## config.mk

```make
export PLATFORM = sky130hd
export DESIGN_NAME = pipe_hazard_ctrl_flat
export DESIGN_NICKNAME = d
export VERILOG_FILES = /design/src/rtl/pipe_hazard_ctrl_if.sv /design/src/rtl/pipe_hazard_ctrl.sv /design/src/flat_wrapper.sv
export SDC_FILE = /design/constraint.sdc
export NUM_CORES = 1
export LEC_CHECK = 0
export BUFFER_PORTS_ARGS = -buffer_cell sky130_fd_sc_hd__clkbuf_2
export CELL_PAD_IN_SITES_DETAIL_PLACEMENT = 1
export CELL_PAD_IN_SITES_GLOBAL_PLACEMENT = 1
export CORE_ASPECT_RATIO = 0.9
export CORE_UTILIZATION = 34
export CTS_CLUSTER_SIZE = 28
export DETAILED_ROUTE_END_ITERATION = 6
export PLACE_DENSITY_LB_ADDON = 0.1
export RECOVER_POWER = 25
export REMOVE_ABC_BUFFERS = 1
export SKIP_CTS_REPAIR_TIMING = 1
export SLEW_MARGIN = 15
export SYNTH_ARGS = -nofsm -noshare
export SYNTH_HDL_FRONTEND = slang
export SYNTH_SLANG_ARGS = --single-unit
```

## constraint.sdc

```tcl
create_clock -name clk -period 3.4 [get_ports clk]
set_clock_uncertainty 0.1 [all_clocks]
set_input_delay 1.02 -clock clk [delete_from_list [all_inputs] [get_ports clk]]
set_output_delay 1.02 -clock clk [all_outputs]
set_load 0.03 [all_outputs]
```

## src/rtl/pipe_hazard_ctrl_if.sv

```systemverilog
// Signal bundle between the five-stage pipeline datapath and its hazard controller.
// The pipeline side (master) supplies stage info; the controller (slave) returns enables/selects.
interface pipe_hazard_ctrl_if #(
  parameter int REG_BITS = 5,
  parameter int CNT_W    = 32
);
  logic [REG_BITS-1:0] id_rs;
  logic [REG_BITS-1:0] id_rt;
  logic                id_uses_rs;
  logic                id_uses_rt;
  logic                id_is_branch;
  logic                id_br_taken;
  logic                id_is_jump;
  logic                ex_wr_en;
  logic                ex_is_load;
  logic [REG_BITS-1:0] ex_wr_num;
  logic                mm_wr_en;
  logic [REG_BITS-1:0] mm_wr_num;
  logic                wb_wr_en;
  logic [REG_BITS-1:0] wb_wr_num;
  logic [REG_BITS-1:0] ex_rs;
  logic [REG_BITS-1:0] ex_rt;
  logic                imem_busy;
  logic                dmem_busy;

  logic                pc_en;
  logic                if_id_en;
  logic                id_ex_en;
  logic                ex_mm_en;
  logic                if_id_flush;
  logic                id_ex_flush;
  logic                mm_wb_flush;
  logic [1:0]          fwd_a;
  logic [1:0]          fwd_b;
  logic [1:0]          br_fwd_a;
  logic [1:0]          br_fwd_b;
  logic [CNT_W-1:0]    stall_cnt;
  logic [CNT_W-1:0]    flush_cnt;

  modport master (
    output id_rs, id_rt, id_uses_rs, id_uses_rt, id_is_branch, id_br_taken, id_is_jump,
    output ex_wr_en, ex_is_load, ex_wr_num, mm_wr_en, mm_wr_num, wb_wr_en, wb_wr_num,
    output ex_rs, ex_rt, imem_busy, dmem_busy,
    input  pc_en, if_id_en, id_ex_en, ex_mm_en, if_id_flush, id_ex_flush, mm_wb_flush,
    input  fwd_a, fwd_b, br_fwd_a, br_fwd_b, stall_cnt, flush_cnt
  );

  modport slave (
    input  id_rs, id_rt, id_uses_rs, id_uses_rt, id_is_branch, id_br_taken, id_is_jump,
    input  ex_wr_en, ex_is_load, ex_wr_num, mm_wr_en, mm_wr_num, wb_wr_en, wb_wr_num,
    input  ex_rs, ex_rt, imem_busy, dmem_busy,
    output pc_en, if_id_en, id_ex_en, ex_mm_en, if_id_flush, id_ex_flush, mm_wb_flush,
    output fwd_a, fwd_b, br_fwd_a, br_fwd_b, stall_cnt, flush_cnt
  );
endinterface

```

## src/rtl/pipe_hazard_ctrl.sv

```systemverilog
// Hazard/stall/forwarding controller for a five-stage pipeline: load-use bubbles,
// data-memory freeze, fetch redirect flushes, operand forwarding and perf counters.
module pipe_hazard_ctrl #(
  parameter int REG_BITS          = 5,
  parameter int LOAD_STALL_CYCLES = 1,   // legal 1..4
  parameter int CNT_W             = 32
) (
  input logic           clk,
  input logic           reset,
  pipe_hazard_ctrl_if.slave hz
);

  localparam logic [1:0] ST_RUN      = 2'd0;
  localparam logic [1:0] ST_LU_STALL = 2'd1;
  localparam logic [1:0] ST_MEM_WAIT = 2'd2;

  logic [1:0]       state_q, state_d;
  logic [1:0]       saved_state_q, saved_state_d;
  logic [2:0]       cnt_q, cnt_d;
  logic [2:0]       saved_cnt_q, saved_cnt_d;
  logic [CNT_W-1:0] stall_cnt_q, stall_cnt_d;
  logic [CNT_W-1:0] flush_cnt_q, flush_cnt_d;

  logic [1:0]       eff_state;
  logic [2:0]       eff_cnt;
  logic             load_use;
  logic             redirect;
  logic             mm_valid, wb_valid, ex_alu_valid, ex_load_valid;

  logic             pc_en, if_id_en, id_ex_en, ex_mm_en;
  logic             if_id_flush, id_ex_flush, mm_wb_flush;

  logic [REG_BITS-1:0] ex_src  [2];
  logic [REG_BITS-1:0] id_src  [2];
  logic                id_uses [2];
  logic                lu_hit  [2];
  logic [1:0]          fwd_sel [2];
  logic [1:0]          br_sel  [2];

  assign ex_src[0]  = hz.ex_rs;
  assign ex_src[1]  = hz.ex_rt;
  assign id_src[0]  = hz.id_rs;
  assign id_src[1]  = hz.id_rt;
  assign id_uses[0] = hz.id_uses_rs;
  assign id_uses[1] = hz.id_uses_rt;

  // Writers to r0 never forward or create hazards: r0 is hard-wired zero.
  assign mm_valid      = hz.mm_wr_en && (hz.mm_wr_num != '0);
  assign wb_valid      = hz.wb_wr_en && (hz.wb_wr_num != '0);
  assign ex_alu_valid  = hz.ex_wr_en && !hz.ex_is_load && (hz.ex_wr_num != '0);
  assign ex_load_valid = hz.ex_wr_en &&  hz.ex_is_load && (hz.ex_wr_num != '0);

  genvar gi;
  generate
    for (gi = 0; gi < 2; gi++) begin : g_operand
      // EX operands: the younger EX/MM result always shadows MM/WB.
      assign fwd_sel[gi] = (mm_valid && (hz.mm_wr_num == ex_src[gi])) ? 2'b01 :
                           (wb_valid && (hz.wb_wr_num == ex_src[gi])) ? 2'b10 : 2'b00;
      // Branch compare in ID can take the ALU result still in ID/EX, but not a load.
      assign br_sel[gi]  = (ex_alu_valid && (hz.ex_wr_num == id_src[gi])) ? 2'b01 :
                           (mm_valid && (hz.mm_wr_num == id_src[gi]))     ? 2'b10 :
                           (wb_valid && (hz.wb_wr_num == id_src[gi]))     ? 2'b11 : 2'b00;
      assign lu_hit[gi]  = id_uses[gi] && (hz.ex_wr_num == id_src[gi]);
    end
  endgenerate

  assign load_use = ex_load_valid && (lu_hit[0] || lu_hit[1]);
  assign redirect = hz.id_is_jump || (hz.id_is_branch && hz.id_br_taken);

  // While frozen, the behaviour on release is that of the state frozen over.
  assign eff_state = (state_q == ST_MEM_WAIT) ? saved_state_q : state_q;
  assign eff_cnt   = (state_q == ST_MEM_WAIT) ? saved_cnt_q   : cnt_q;

  always_comb begin
    pc_en         = 1'b1;
    if_id_en      = 1'b1;
    id_ex_en      = 1'b1;
    ex_mm_en      = 1'b1;
    if_id_flush   = 1'b0;
    id_ex_flush   = 1'b0;
    mm_wb_flush   = 1'b0;
    state_d       = ST_RUN;
    cnt_d         = eff_cnt;
    saved_state_d = saved_state_q;
    saved_cnt_d   = saved_cnt_q;

    if (reset) begin
      cnt_d = 3'd0;
    end else if (hz.dmem_busy) begin
      pc_en         = 1'b0;
      if_id_en      = 1'b0;
      id_ex_en      = 1'b0;
      ex_mm_en      = 1'b0;
      mm_wb_flush   = 1'b1;
      state_d       = ST_MEM_WAIT;
      saved_state_d = eff_state;
      saved_cnt_d   = eff_cnt;
    end else if (eff_state == ST_LU_STALL) begin
      pc_en       = 1'b0;
      if_id_en    = 1'b0;
      id_ex_flush = 1'b1;
      cnt_d       = eff_cnt - 3'd1;
      state_d     = (eff_cnt == 3'd1) ? ST_RUN : ST_LU_STALL;
    end else if (load_use) begin
      pc_en       = 1'b0;
      if_id_en    = 1'b0;
      id_ex_flush = 1'b1;
      cnt_d       = 3'(LOAD_STALL_CYCLES - 1);
      state_d     = (LOAD_STALL_CYCLES > 1) ? ST_LU_STALL : ST_RUN;
    end else if (redirect) begin
      if_id_flush = 1'b1;
    end else if (hz.imem_busy) begin
      pc_en       = 1'b0;
      if_id_flush = 1'b1;
    end

    stall_cnt_d = stall_cnt_q + {{(CNT_W-1){1'b0}}, ~pc_en};
    flush_cnt_d = flush_cnt_q + {{(CNT_W-1){1'b0}}, if_id_flush};
  end

  always_ff @(posedge clk) begin
    if (reset) begin
      state_q       <= ST_RUN;
      saved_state_q <= ST_RUN;
      cnt_q         <= 3'd0;
      saved_cnt_q   <= 3'd0;
      stall_cnt_q   <= '0;
      flush_cnt_q   <= '0;
    end else begin
      state_q       <= state_d;
      saved_state_q <= saved_state_d;
      cnt_q         <= cnt_d;
      saved_cnt_q   <= saved_cnt_d;
      stall_cnt_q   <= stall_cnt_d;
      flush_cnt_q   <= flush_cnt_d;
    end
  end

  assign hz.pc_en       = pc_en;
  assign hz.if_id_en    = if_id_en;
  assign hz.id_ex_en    = id_ex_en;
  assign hz.ex_mm_en    = ex_mm_en;
  assign hz.if_id_flush = if_id_flush;
  assign hz.id_ex_flush = id_ex_flush;
  assign hz.mm_wb_flush = mm_wb_flush;
  assign hz.fwd_a       = reset ? 2'b00 : fwd_sel[0];
  assign hz.fwd_b       = reset ? 2'b00 : fwd_sel[1];
  assign hz.br_fwd_a    = reset ? 2'b00 : br_sel[0];
  assign hz.br_fwd_b    = reset ? 2'b00 : br_sel[1];
  assign hz.stall_cnt   = stall_cnt_q;
  assign hz.flush_cnt   = flush_cnt_q;

endmodule

```

## src/flat_wrapper.sv

```systemverilog
// flat-port wrapper written by rule: the top's interface ports become plain ports
module pipe_hazard_ctrl_flat 
#(
  parameter int REG_BITS          = 5,
  parameter int LOAD_STALL_CYCLES = 1,                
  parameter int CNT_W             = 32
)
  (clk, reset, hz_id_rs, hz_id_rt, hz_id_uses_rs, hz_id_uses_rt, hz_id_is_branch, hz_id_br_taken, hz_id_is_jump, hz_ex_wr_en, hz_ex_is_load, hz_ex_wr_num, hz_mm_wr_en, hz_mm_wr_num, hz_wb_wr_en, hz_wb_wr_num, hz_ex_rs, hz_ex_rt, hz_imem_busy, hz_dmem_busy, hz_pc_en, hz_if_id_en, hz_id_ex_en, hz_ex_mm_en, hz_if_id_flush, hz_id_ex_flush, hz_mm_wb_flush, hz_fwd_a, hz_fwd_b, hz_br_fwd_a, hz_br_fwd_b, hz_stall_cnt, hz_flush_cnt);
  pipe_hazard_ctrl_if #(.REG_BITS(REG_BITS), .CNT_W(CNT_W)) hz_i ();
  input logic clk;
  input logic reset;
  input wire logic [$bits(hz_i.id_rs)-1:0] hz_id_rs;
  input wire logic [$bits(hz_i.id_rt)-1:0] hz_id_rt;
  input wire logic [$bits(hz_i.id_uses_rs)-1:0] hz_id_uses_rs;
  input wire logic [$bits(hz_i.id_uses_rt)-1:0] hz_id_uses_rt;
  input wire logic [$bits(hz_i.id_is_branch)-1:0] hz_id_is_branch;
  input wire logic [$bits(hz_i.id_br_taken)-1:0] hz_id_br_taken;
  input wire logic [$bits(hz_i.id_is_jump)-1:0] hz_id_is_jump;
  input wire logic [$bits(hz_i.ex_wr_en)-1:0] hz_ex_wr_en;
  input wire logic [$bits(hz_i.ex_is_load)-1:0] hz_ex_is_load;
  input wire logic [$bits(hz_i.ex_wr_num)-1:0] hz_ex_wr_num;
  input wire logic [$bits(hz_i.mm_wr_en)-1:0] hz_mm_wr_en;
  input wire logic [$bits(hz_i.mm_wr_num)-1:0] hz_mm_wr_num;
  input wire logic [$bits(hz_i.wb_wr_en)-1:0] hz_wb_wr_en;
  input wire logic [$bits(hz_i.wb_wr_num)-1:0] hz_wb_wr_num;
  input wire logic [$bits(hz_i.ex_rs)-1:0] hz_ex_rs;
  input wire logic [$bits(hz_i.ex_rt)-1:0] hz_ex_rt;
  input wire logic [$bits(hz_i.imem_busy)-1:0] hz_imem_busy;
  input wire logic [$bits(hz_i.dmem_busy)-1:0] hz_dmem_busy;
  output wire logic [$bits(hz_i.pc_en)-1:0] hz_pc_en;
  output wire logic [$bits(hz_i.if_id_en)-1:0] hz_if_id_en;
  output wire logic [$bits(hz_i.id_ex_en)-1:0] hz_id_ex_en;
  output wire logic [$bits(hz_i.ex_mm_en)-1:0] hz_ex_mm_en;
  output wire logic [$bits(hz_i.if_id_flush)-1:0] hz_if_id_flush;
  output wire logic [$bits(hz_i.id_ex_flush)-1:0] hz_id_ex_flush;
  output wire logic [$bits(hz_i.mm_wb_flush)-1:0] hz_mm_wb_flush;
  output wire logic [$bits(hz_i.fwd_a)-1:0] hz_fwd_a;
  output wire logic [$bits(hz_i.fwd_b)-1:0] hz_fwd_b;
  output wire logic [$bits(hz_i.br_fwd_a)-1:0] hz_br_fwd_a;
  output wire logic [$bits(hz_i.br_fwd_b)-1:0] hz_br_fwd_b;
  output wire logic [$bits(hz_i.stall_cnt)-1:0] hz_stall_cnt;
  output wire logic [$bits(hz_i.flush_cnt)-1:0] hz_flush_cnt;
  assign hz_i.id_rs = hz_id_rs;
  assign hz_i.id_rt = hz_id_rt;
  assign hz_i.id_uses_rs = hz_id_uses_rs;
  assign hz_i.id_uses_rt = hz_id_uses_rt;
  assign hz_i.id_is_branch = hz_id_is_branch;
  assign hz_i.id_br_taken = hz_id_br_taken;
  assign hz_i.id_is_jump = hz_id_is_jump;
  assign hz_i.ex_wr_en = hz_ex_wr_en;
  assign hz_i.ex_is_load = hz_ex_is_load;
  assign hz_i.ex_wr_num = hz_ex_wr_num;
  assign hz_i.mm_wr_en = hz_mm_wr_en;
  assign hz_i.mm_wr_num = hz_mm_wr_num;
  assign hz_i.wb_wr_en = hz_wb_wr_en;
  assign hz_i.wb_wr_num = hz_wb_wr_num;
  assign hz_i.ex_rs = hz_ex_rs;
  assign hz_i.ex_rt = hz_ex_rt;
  assign hz_i.imem_busy = hz_imem_busy;
  assign hz_i.dmem_busy = hz_dmem_busy;
  assign hz_pc_en = hz_i.pc_en;
  assign hz_if_id_en = hz_i.if_id_en;
  assign hz_id_ex_en = hz_i.id_ex_en;
  assign hz_ex_mm_en = hz_i.ex_mm_en;
  assign hz_if_id_flush = hz_i.if_id_flush;
  assign hz_id_ex_flush = hz_i.id_ex_flush;
  assign hz_mm_wb_flush = hz_i.mm_wb_flush;
  assign hz_fwd_a = hz_i.fwd_a;
  assign hz_fwd_b = hz_i.fwd_b;
  assign hz_br_fwd_a = hz_i.br_fwd_a;
  assign hz_br_fwd_b = hz_i.br_fwd_b;
  assign hz_stall_cnt = hz_i.stall_cnt;
  assign hz_flush_cnt = hz_i.flush_cnt;
  pipe_hazard_ctrl #(.REG_BITS(REG_BITS), .LOAD_STALL_CYCLES(LOAD_STALL_CYCLES), .CNT_W(CNT_W)) u_core (.clk(clk), .reset(reset), .hz(hz_i));
endmodule
```

# --- Word-level counts from Yosys, hierarchy flattened ---
# Index checks and enable logic that the tools add are counted.
op_classes:
  eq_ne: 13
  n_addsub: 3
  bitwise_logic: 2
  n_mux: 46
  n_reduce_logical: 27
op_table:
  columns: ["operator", "n"]
  rows:
  - ["adder 32 x 1 -> 32 bit", 2]
  - ["equality test 5 bit", 10]
  - ["two-way mux 2 bit", 17]
  - ["two-way mux 1 bit", 25]
  - ["logical AND 1 bit", 20]
  - ["nonzero test 5 bit", 3]
  - ["two-way mux 3 bit", 4]
  - ["equality test 3 x 1 -> 1 bit, second input constant", 1]
  - ["OR reduction 3 bit", 1]
  - ["subtractor 3 x 1 -> 3 bit, second input constant", 1]
  - ["equality test 2 x 1 -> 1 bit, second input constant", 1]
  - ["equality test 2 bit, second input constant", 1]
  - ["logical OR 1 bit", 2]
  - ["NOT 1 bit", 2]
  - ["zero test 1 bit", 1]
word_totals:
  wordCells: 98
  ff_bits: 74
  in_bits: 48
  out_inout_bits: 79

# --- Longest topological paths before layout ---
# Gate-level depths: netlist (run 1).
logic_depth:
  depth_word: 10
  ltp_mapped: 12

# --- Least setup slack after synthesis (run 1) ---
# No wires, ideal clock.
synth_timing:
  path_kind: "input port to flip-flop"
  from: "input port hz_ex_wr_num[1]"
  to: "register u_core.flush_cnt_q[22], in the netlist u_core.hz.flush_cnt[22]"
  setup_slack_ps: -1289
  required_time_ps: 3172
  stages: 11
  arrival_ps: 4462
  n_path_buf: 0
  path_cell_list: "or4_1 > o211ai_2 > a21oi_1 > nor4b_1 > ha_1 > ha_1 > nand4_1 > nor4_4 > nand4_1 > xor2_1 > nor2_1"
synth_via:
  elab_chain_len: 9
  word_cells_on_any_way: 13
synth_lines:
  columns: ["item", "line", "source"]
  rows:
  - ["from (decl)", "flat_wrapper.sv:21", "input wire logic [$bits(hz_i.ex_wr_num)-1:0] hz_ex_wr_num;"]
  - ["equality test 5 bit", "pipe_hazard_ctrl.sv:63", "assign lu_hit[gi] = id_uses[gi] && (hz.ex_wr_num == id_src[gi]);"]
  - ["logical AND 1 bit", "pipe_hazard_ctrl.sv:63", null]
  - ["logical OR 1 bit", "pipe_hazard_ctrl.sv:67", "assign load_use = ex_load_valid && (lu_hit[0] || lu_hit[1]);"]
  - ["logical AND 1 bit (*)", "pipe_hazard_ctrl.sv:67", null]
  - ["two-way mux 1 bit (*)", "pipe_hazard_ctrl.sv:104", "end else if (load_use) begin"]
  - ["two-way mux 1 bit (*)", "pipe_hazard_ctrl.sv:98", "end else if (eff_state == ST_LU_STALL) begin"]
  - ["two-way mux 1 bit (*)", "pipe_hazard_ctrl.sv:89", "end else if (hz.dmem_busy) begin"]
  - ["two-way mux 1 bit (*)", "pipe_hazard_ctrl.sv:87", "if (reset) begin"]
  - ["net hz_if_id_flush", "flat_wrapper.sv:34", "output wire logic [$bits(hz_i.if_id_flush)-1:0] hz_if_id_flush;"]
  - ["adder 32 x 1 -> 32 bit (*)", "pipe_hazard_ctrl.sv:118", "flush_cnt_d = flush_cnt_q + {{(CNT_W-1){1'b0}}, if_id_flush};"]
  - ["to (signal assigned)", "pipe_hazard_ctrl.sv:135", "flush_cnt_q <= flush_cnt_d;"]
  - ["to (decl)", "pipe_hazard_ctrl.sv:22", "logic [CNT_W-1:0] flush_cnt_q, flush_cnt_d;"]
# The timed path passes the listed nets; every way through them passes the cells marked *.
# A chain may end at the register's enable or synchronous reset.

# --- Worst setup path after layout (run 1) ---
layout_timing:
  from: "input port hz_id_rs[2]"
  to: "output port hz_pc_en"
layout_via:
  elab_chain_len: 8
layout_lines:
  columns: ["item", "line", "source"]
  rows:
  - ["from (decl)", "flat_wrapper.sv:12", "input wire logic [$bits(hz_i.id_rs)-1:0] hz_id_rs;"]
  - ["equality test 5 bit", "pipe_hazard_ctrl.sv:63", null]
  - ["logical AND 1 bit", "pipe_hazard_ctrl.sv:63", null]
  - ["logical OR 1 bit", "pipe_hazard_ctrl.sv:67", null]
  - ["logical AND 1 bit", "pipe_hazard_ctrl.sv:67", null]
  - ["two-way mux 1 bit", "pipe_hazard_ctrl.sv:104", null]
  - ["two-way mux 1 bit", "pipe_hazard_ctrl.sv:98", null]
  - ["two-way mux 1 bit", "pipe_hazard_ctrl.sv:89", null]
  - ["two-way mux 1 bit", "pipe_hazard_ctrl.sv:87", null]
  - ["to (decl)", "flat_wrapper.sv:30", "output wire logic [$bits(hz_i.pc_en)-1:0] hz_pc_en;"]
# No other way between the ends.

==> results of run 1 <==
[how the worst min path moves through the flow]
stage	startpoint	end	slack, ps	depth (start not counted)
floorplan	u_core.saved_state_q[1]	u_core.saved_state_q[1]	340	2
global placement	u_core.saved_state_q[1]	u_core.saved_state_q[1]	360	2
detailed placement	u_core.saved_cnt_q[2]	u_core.saved_cnt_q[2]	380	2
CTS	u_core.hz.flush_cnt[23]	u_core.hz.flush_cnt[23]	410	2
global route	u_core.hz.flush_cnt[31]	u_core.hz.flush_cnt[31]	440	2
finish	u_core.hz.flush_cnt[31]	u_core.hz.flush_cnt[31]	400	2
[cells by family (layout without fill, tap and decap cells)]
group / Yosys count / in the layout
and+or+nand+nor: 232 / 232
adders and majority gates: 6 / 6
muxes: 3 / 3
AOI/OAI and AO/OA: 32 / 32
buffers and inverters: 35 / 212
DFF: 74 / 74
xor gates and xnor gates: 107 / 107
[power by group through the flow]
stage	clock network, mW	logic, mW	registers (mW)
after CTS	1.03	0.257	0.884
after global routing	1.08	0.325	0.885
after global placement	0	0.244	0.902
after floorplan	0	0.109	0.908
final	1.01	0.300	0.885
after detailed placement	0	0.254	0.903
[per-stage QoR]
stage,cells,hold slack (ps)
final,822,404
after global routing,822,440
after CTS,814,405
after detailed placement,799,382
after floorplan,464,343
after global placement,799,357
[sequential cells by signal, indices dropped and copies added, names as in the netlist]
| name | cells |
|---|---|
| u_core.cnt_q | 3 |
| u_core.hz.stall_cnt | 32 |
| u_core.hz.flush_cnt | 32 |
| u_core.state_q | 2 |
| u_core.saved_cnt_q | 3 |
| u_core.saved_state_q | 2 |
[tightest hold or removal path: cells and delay by family, from the launching register on]
family | cells | cell delay (ps)
flops | 1 | 320
compound gates | 2 | 140
[cells in the final DEF, fill, tap and decap left out, drive strengths merged, types with 8 or more instances in the layout]
cell	Yosys	routed
xnor2	40	40
buf	11	77
nand3	35	35
and3	10	10
clkbuf	14	120
nor2	75	75
nor3	8	8
nand2	27	27
inv	10	10
nor4	10	10
dfxtp	74	74
nor2b	8	8
a21oi	11	11
xor2	67	67
nand4	26	26
[layout make-up]
| cell class | count | share of cell area |
|---|---|---|
| repair buffers | 187 | 0.201 |
| multi-input cells | 380 | 0.461 |
| clock buffers | 10 | 0.0397 |
| clock inverters | 5 | 0.0131 |
| well taps | 156 | 0.0324 |
| flip-flops and latches | 74 | 0.246 |
| inverters | 10 | 0.00624 |
[layer usage]
layer  vias up  wire, microns  track usage
li1       2014              -            -
met2        85           6110        0.331
met4         2            146       0.0559
met3        11            538       0.0500
met1      1948           5640        0.253
met5         -             17            0
==> metrics, run 1 <==
result of the run finished, violations left; failing checks setup timing; total global-route track usage 0.198; part of the power in registers 0.404; synthesized-area fraction occupied by ao, oa, aoi and oai cells 0.0490; Post-Synthesis Mean Instance Area 8.45 sq um; dominant combinational cell family by area after synthesis simple AND/OR/NAND/NOR gates; power per standard cell area about 360 nW/um^2; Placeable Area ~12000 sq um; share of the clock period used by the worst path after layout 1.10; count of buffer and inverter cells on the critical path 3; launching element of the worst setup path hz_id_rs[2]; switching power between 500 and 600 uW; Port-buffer cells approximately 130; post-synthesis sequential element count between 70 and 80; instance count of the mapped netlist ~490; setup slack at placement -599 ps; max-cap violation count 0; H-tree depth 3; post-synthesis adder-cell area fraction 0.0182; Pint about 1.7 mW; proportion of power drawn by combinational gates 0.137; share of flip-flops with an asynchronous set or reset 0; worst reg-to-reg path cell count 12; kind of cell with the highest combined delay on the critical path simple AND/OR/NAND/NOR gates; Worst setup SP type input pin; initial antenna violation count 1; multiplexer share of the synthesized area 0.00727; CTS tree built; logic depth of the worst setup path including buffers 8; cell area after layout approximately 6000 sq um; delay contributed by the slowest stage of the critical path between 400 and 500 ps; tightest slew margin relative to the limit 0.246; setup repair after global routing missed its margin true; area share of xor/xnor cells in the synthesized design 0.227; clock-pin slew on the worst setup and hold paths ~60 ps; 1st-pass router iterations 4; clock tree sinks 74; beginning of the worst register-to-register path u_core.state_q[0]; sequential share of the synthesized area 0.358; residual DRC count 0; number of flops mapped to enable cells by yosys 0; power share of the clock group 0.460; setup violation total in the final timing report between 50 and 60; CTS Root Cell clkbuf_16; Post-Route Utilization 0.518; final setup margin -350 ps; register area 1480 sq um; total vias in the final route 4060; maximum number of pins on one net before global-route repair 48; die outline width about 120 microns; count of boundary I/O pins 127; transition time of the tightest slew-check pin approximately 1100 ps; remaining number of nets flagged by the antenna check after routing 0; simple-gate area share of the yosys netlist 0.306; Placement Cell Area between 5000 and 6000 sq um; worst-case vdd ir drop 227 uV; max-slew violations 0; routability congestion estimate from global placement just under 0.8; worst setup slack for register-to-register paths between 200 and 300 ps; fillcell total approximately 1400; most frequently used flop master after synthesis dfxtp_1; cell row count 37; worst endpoint required time 2280 ps; post-synth cell types 47; end of the critical path hz_pc_en; slowest cell on the critical path or3_4; initial core utilization 0.356; die span in y roughly 110 microns; worst endpoint data arrival time 2630 ps; Critical Path End Type output port; hold crit path type flip-flop to flip-flop; cell with the most instances on the worst path buf_6; static leakage power 2.59 nW; list of cells traversed by the critical path clkbuf_2, xnor2_4, nand3_2, or3_4, buf_6, a21o_1, a31o_2, buf_6; average via count per standard cell approximately 4.9; via count of the first global-routing pass 4191; diode count 0; commonest cells in the synthesized netlist dfxtp_1, nor2_1, xor2_1; Syn-to-layout area delta 45.6%; detailed-placement wirelength estimate slightly above 9 mm; average detailed-routed wire length per instance between 15 and 20 microns; most area-hungry cell type in the Yosys netlist dfxtp_1; Fin. Hold Viols 0; Yosys warning count 0; highest achievable clock rate roughly 270 MHz; proportion of total power due to net switching 0.236; worst-path fanout max 3; first-pass GRT wire length around 20 mm; share of layout cells above drive strength 1 0.365; post-synthesis instance area between 4000 and 5000 sq um; Yosys top cell area share 0.358; total die area between 10000 and 15000 sq um; maximum clock path buffer count 2; total length of routed wires about 12 mm; clock latency at the later pin of the worst-skew pair 320 ps; largest cells by area after synthesis dfxtp_1, xor2_1, xnor2_1; Final TNS setup -6780 ps; Design Power roughly 2.2 mW; DRC violation total after the first TritonRoute iteration around 110; RR Endpoint u_core.hz.flush_cnt[30]; total CTS buffers 9; Setup Crit Path Kind input pin to output port; nets between 700 and 800; final critical-path required period ~3700 ps; total congestion overflow 0; Multi-input gate area 2770 sq um
Note: power is estimated with default switching activity, not from simulation.
==> run 2: changes to the inputs <==
--- a/config.mk
+++ b/config.mk
@@ -20,3 +20,4 @@
 export SYNTH_ARGS = -nofsm -noshare
 export SYNTH_HDL_FRONTEND = slang
 export SYNTH_SLANG_ARGS = --single-unit
+export TNS_END_PERCENT = 20
==> run 2 against run 1 <==
Compared with the run above: the flow still finishes with violations (setup timing); clock power barely moved; worst hold slack about the same; setup slack worse by 1.8 ps; first-iteration DRC count rose by 26%; die area did not move; largest cell class unchanged.
==> metrics, run 2 (same netlist as run 1, synthesis figures left out) <==
result of the run finished, violations left; failing checks setup timing; maximum clock path buffer count 2 (unchanged); register area 1480 sq um (unchanged); delay contributed by the slowest stage of the critical path 420 ps (about the same); initial core utilization 0.356 (unchanged); fillcell total 1400 (+0.65%); final setup margin -352 ps (-1.81 ps); clock tree sinks 74 (unchanged); Syn-to-layout area delta 42.8%; Multi-input gate area 2730 sq um (-1.4%); routability congestion estimate from global placement 0.781 (unchanged); clock latency at the later pin of the worst-skew pair 320 ps (about the same); Placeable Area 11600 sq um (unchanged); worst-case vdd ir drop 228 uV (+0.54%); Pint 1.67 mW (-0.31%); switching power 519 uW (+0.10%); diode count 0 (unchanged); commonest non-fill, non-tap cells in the layout clkbuf_2, dfxtp_1, nor2_1, xor2_1, buf_4; final critical-path required period 3750 ps (+1.81 ps); hold crit path type flip-flop to flip-flop; final hold slack 404 ps (+0.439 ps); count of boundary I/O pins 127 (unchanged); detailed-placement wirelength estimate 9.25 mm (unchanged); worst endpoint required time 2280 ps (about the same); worst-path fanout max 3 (unchanged); worst endpoint data arrival time 2630 ps (about the same); clock-pin slew on the worst setup and hold paths 60 ps (about the same); cell row count 37 (unchanged); slowest cell on the critical path or3_4; proportion of total power due to net switching 0.237 (+0.000740); share of the clock period used by the worst path after layout 1.10 (about the same); average detailed-routed wire length per instance 15.3 microns (+0.94%); part of the power in registers 0.404 (about the same); remaining number of nets flagged by the antenna check after routing 0 (unchanged); setup violation total in the final timing report 46 (-9.8%); DRC violation total after the first TritonRoute iteration 132 (+26%); Worst setup SP type input pin; Fin. Hold Viols 0 (unchanged); highest achievable clock rate 267 MHz (about the same); total congestion overflow 0 (unchanged); Setup Crit Path Kind input pin to output port; initial antenna violation count 1 (unchanged); proportion of power drawn by combinational gates 0.133 (-0.004); nets 713 (-0.42%); max-slew violations 0 (unchanged); total vias in the final route 4057 (-0.074%); power per standard cell area 371 nW/um^2 (+1.7%); total global-route track usage 0.198 (unchanged); average via count per standard cell 4.95 (+0.29%); Port-buffer cells 126 (unchanged); setup repair after global routing missed its margin true; setup slack at placement -599 ps (unchanged); via count of the first global-routing pass 4191 (unchanged); Final TNS setup -6630 ps (+146 ps); commonest non-fill, non-tap cell in the layout clkbuf_2; die span in y 107 microns (unchanged); list of cells traversed by the critical path buf_6, buf_6, xnor2_4, nand3_2, or3_4, buf_6, a21o_1, a31o_2, buf_6; static leakage power 2.51 nW (-2.9%); total length of routed wires 12.5 mm (+0.57%); die outline width 118 microns (unchanged); 1st-pass router iterations 4 (unchanged); CTS tree built; cell with the most instances on the worst path buf_6; total die area 12600 sq um (unchanged); H-tree depth 3 (unchanged); tightest slew margin relative to the limit 0.215 (-0.0315); CTS Root Cell clkbuf_16; total CTS buffers 9 (unchanged); residual DRC count 0 (unchanged); power share of the clock group 0.462 (+0.002); maximum number of pins on one net before global-route repair 48 (unchanged); Critical Path End Type output port; max-cap violation count 0 (unchanged); share of layout cells above drive strength 1 0.335 (-0.0300); transition time of the tightest slew-check pin 1180 ps (+47.3 ps); first-pass GRT wire length 20.2 mm (unchanged); Post-Route Utilization 0.508 (-0.00991)
-- run 2: layer usage --
metal / share of wire / GRT usage / up-vias
met1: 0.45 / 0.253 / 1938
met4: 0.011 / 0.0559 / 2
met3: 0.052 / 0.0500 / 11
li1: - / - / 2008
met5: 0.0014 / 0 / -
met2: 0.49 / 0.331 / 98
-- run 2: area by class of cell --
type | count | area share
Multi-Input combinational cell | 380 | 0.463
Sequential cell | 74 | 0.251
Timing Repair Buffer | 184 | 0.193
Clock buffer | 10 | 0.0405
Tap cell | 156 | 0.0331
Clock inverter | 5 | 0.0134
Inverter | 10 | 0.00636
-- run 2: path summary, 6_finish.rpt --
check	slack, ps	to	depth (start not counted)	from
setup / recovery	-350	hz_pc_en	9	hz_ex_wr_num[2]
hold reg to reg	400	u_core.hz.flush_cnt[31]	2	u_core.hz.flush_cnt[31]
hold / removal	400	u_core.hz.flush_cnt[31]	2	u_core.hz.flush_cnt[31]
setup reg to reg	280	u_core.hz.flush_cnt[30]	12	u_core.state_q[0]
-- run 2: critical path, delay by kind of cell --
kind | cells | cell delay, ps
and+or+nand+nor | 2 | 520
AOI/OAI and AO/OA | 2 | 450
xor gates and xnor gates | 1 | 150
buffers and inverters | 4 | 480
-- run 2: power groups by stage --
stage	Combinational [mW]	Sequential, mW	Clock (mW)
final	0.292	0.885	1.01
after global routing	0.318	0.885	1.08
after CTS	0.257	0.884	1.03
after detailed placement	0.254	0.903	0
after global placement	0.244	0.902	0
after floorplan	0.109	0.908	0
-- run 2: per-stage QoR --
stage | cells | instance area (sq um) | power (mW)
2_1_floorplan | 464 | 4030 | 1.02
3_5_place_dp | 799 | 5280 | 1.16
6_report | 819 | 5900 | 2.19
3_3_place_gp | 799 | 5280 | 1.15
4_1_cts | 814 | 5590 | 2.18
5_1_grt | 819 | 5900 | 2.28
==> run 3: changes to the inputs <==
==> constraint.sdc (replaced) <==
create_clock -name clk -period 3.05 [get_ports clk]
set_clock_uncertainty 0.1 [all_clocks]
set_input_delay 0.915 -clock clk [delete_from_list [all_inputs] [get_ports clk]]
set_output_delay 0.915 -clock clk [all_outputs]
set_load 0.03 [all_outputs]
==> run 3 against run 2 <==
Compared with the run above: the flow still finishes with violations (setup timing); clock power up 6%; final area up 2.1%; cell count up 0.85%; sequential power up 12%; core utilization up 1.1 points; non-clock buffer count up 7; setup slack worse by 71 ps; via count about the same; global-route usage up 0.28 points.
==> metrics, run 3 (same netlist as run 1, synthesis figures left out) <==
startpoint of the tightest hold check path u_core.saved_state_q[1]; clock latency at the later pin of the worst-skew pair 330 ps (about the same); destination of the worst hold path u_core.saved_state_q[1]; residual DRC count 0 (unchanged); remaining number of nets flagged by the antenna check after routing 0 (unchanged); final setup margin -422 ps (-70.8 ps); via count of the first global-routing pass 4133 (-1.4%); total vias in the final route 4053 (-0.099%); proportion of power drawn by combinational gates 0.137 (+0.004); CTS tree built; initial core utilization 0.356 (unchanged); highest achievable clock rate 288 MHz; Port-buffer cells 126 (unchanged); Fin. Hold Viols 0 (unchanged); clock-pin slew on the worst setup and hold paths 60 ps (about the same); commonest non-fill, non-tap cell in the layout clkbuf_2; list of cells traversed by the critical path buf_6, or4_4, o211ai_4, buf_4, buf_4, a21o_1, a31o_2, buf_4; power share of the clock group 0.448 (-0.014); setup repair after global routing missed its margin true; nets 720 (+0.98%); beginning of the worst register-to-register path u_core.state_q[0]; detailed-placement wirelength estimate 9.40 mm (+1.6%); Pint 1.80 mW (+8.0%); die outline width 118 microns (unchanged); tightest slew margin relative to the limit 0.226 (+0.0116); max-slew violations 0 (unchanged); Setup Crit Path Kind input pin to output port; commonest non-fill, non-tap cells in the layout clkbuf_2, dfxtp_1, nor2_1, xor2_1, buf_4; Worst setup SP type input pin; worst-path fanout max 3 (unchanged); maximum clock path buffer count 2 (unchanged); worst endpoint data arrival time 2460 ps (-170 ps); part of the power in registers 0.415 (+0.011); transition time of the tightest slew-check pin 1160 ps (-17.3 ps); cell row count 37 (unchanged); routability congestion estimate from global placement 0.797 (+2.0%); clock tree sinks 74 (unchanged); share of the clock period used by the worst path after layout 1.14; hold crit path type flip-flop to flip-flop; power per standard cell area 395 nW/um^2 (+6.5%); 1st-pass router iterations 4 (unchanged); average via count per standard cell 4.91 (-0.95%); RR Endpoint u_core.hz.stall_cnt[30]; cell with the most instances on the worst path buf_4; worst endpoint required time 2030 ps (-250 ps); static leakage power 2.55 nW (+1.7%); die span in y 107 microns (unchanged); worst setup slack for register-to-register paths 380 ps (+100 ps); Final TNS setup -10930 ps (-4300 ps); total die area 12600 sq um (unchanged); H-tree depth 3 (unchanged); share of layout cells above drive strength 1 0.370 (+0.0353); total CTS buffers 9 (unchanged); initial antenna violation count 1 (unchanged); average detailed-routed wire length per instance 15.1 microns (-1.2%); slowest cell on the critical path or4_4; Design Power 2.38 mW (+8.8%); proportion of total power due to net switching 0.242 (+0.00522); Critical Path End Type output port; hold path cells 2 (unchanged); setup slack at placement -846 ps (-247 ps); first-pass GRT wire length 20.3 mm (+0.51%); worst reg-to-reg path cell count 12 (unchanged); total congestion overflow 0 (unchanged); maximum number of pins on one net before global-route repair 43 (-10%); diode count 0 (unchanged); switching power 577 uW (+11%); max-cap violation count 0 (unchanged); count of boundary I/O pins 127 (unchanged); final critical-path required period around 3500 ps; Placeable Area 11600 sq um (unchanged); total global-route track usage 0.201 (+0.00281); worst-case vdd ir drop 256 uV (+12%); setup violation total in the final timing report 54 (+17%); result of the run finished, violations left; DRC violation total after the first TritonRoute iteration 138 (+4.5%); CTS Root Cell clkbuf_16; delay contributed by the slowest stage of the critical path 540 ps (+120 ps); failing checks setup timing; Syn-to-layout area delta 45.8%; total length of routed wires 12.5 mm (-0.39%)
-- run 3: cell count changes in the layout (fill, tap and decap cells not counted), moves of 3 or more --
cell | before | now
nor2_1 | 73 | 70
nand3_2 | 3 | 7
nor4_1 | 4 | 1
buf_4 | 53 | 61
nand3_1 | 32 | 28
-- run 3: critical path, delay by kind of cell --
kind	cells	cell delay [ps]
and+or+nand+nor	1	540
AOI/OAI and AO/OA	3	520
buffers and inverters	4	470
-- run 3: layer usage --
layer | GRT usage | vias to the layer above | wire [microns]
met5 | 0 | - | 13
li1 | - | 2023 | -
met3 | 0.0516 | 14 | 623
met2 | 0.339 | 87 | 6170
met1 | 0.252 | 1927 | 5510
met4 | 0.0604 | 2 | 149
-- run 3: worst max path at each step --
| stage | from | end | slack, ps |
|---|---|---|---|
| 5_1_grt | hz_ex_wr_num[2] | u_core.hz.flush_cnt[20] | -520 |
| 3_3_place_gp | hz_ex_wr_num[1] | u_core.hz.flush_cnt[30] | -740 |
| 4_1_cts | hz_mm_wr_num[3] | hz_fwd_b[1] | -520 |
| 2_1_floorplan | hz_ex_wr_num[1] | u_core.hz.flush_cnt[23] | -1530 |
| 6_report | hz_ex_wr_num[2] | hz_pc_en | -420 |
| 3_5_place_dp | hz_ex_wr_num[1] | u_core.hz.flush_cnt[26] | -850 |
-- run 3: cell type report --
class | instances | area (sq um)
Clock buffer | 11 | 253
Clock inverter | 4 | 51.3
Fill cell | 1409 | 5600
Inverter | 10 | 37.5
Multi-Input combinational cell | 380 | 2820
Sequential cell | 74 | 1480
Tap cell | 156 | 195
Timing Repair Buffer | 191 | 1180
-- run 3: power by group through the flow --
stage | sequential [mW] | combinational, mW | clock, mW
2_1_floorplan | 1.01 | 0.121 | 0
3_3_place_gp | 1.01 | 0.280 | 0
3_5_place_dp | 1.01 | 0.291 | 0
4_1_cts | 0.986 | 0.292 | 1.10
5_1_grt | 0.988 | 0.356 | 1.14
6_report | 0.987 | 0.327 | 1.07
-- run 3: metrics by stage --
step                      hold slack (ps)  instance area, sq um   util  std cells
after global placement                353                  5330  0.459        806
after floorplan                       343                  4030      -        464
final                                 389                  6020  0.518        826
after detailed placement              378                  5330  0.459        806
after global routing                  429                  6020  0.518        826
after CTS                             389                  5630  0.485        821
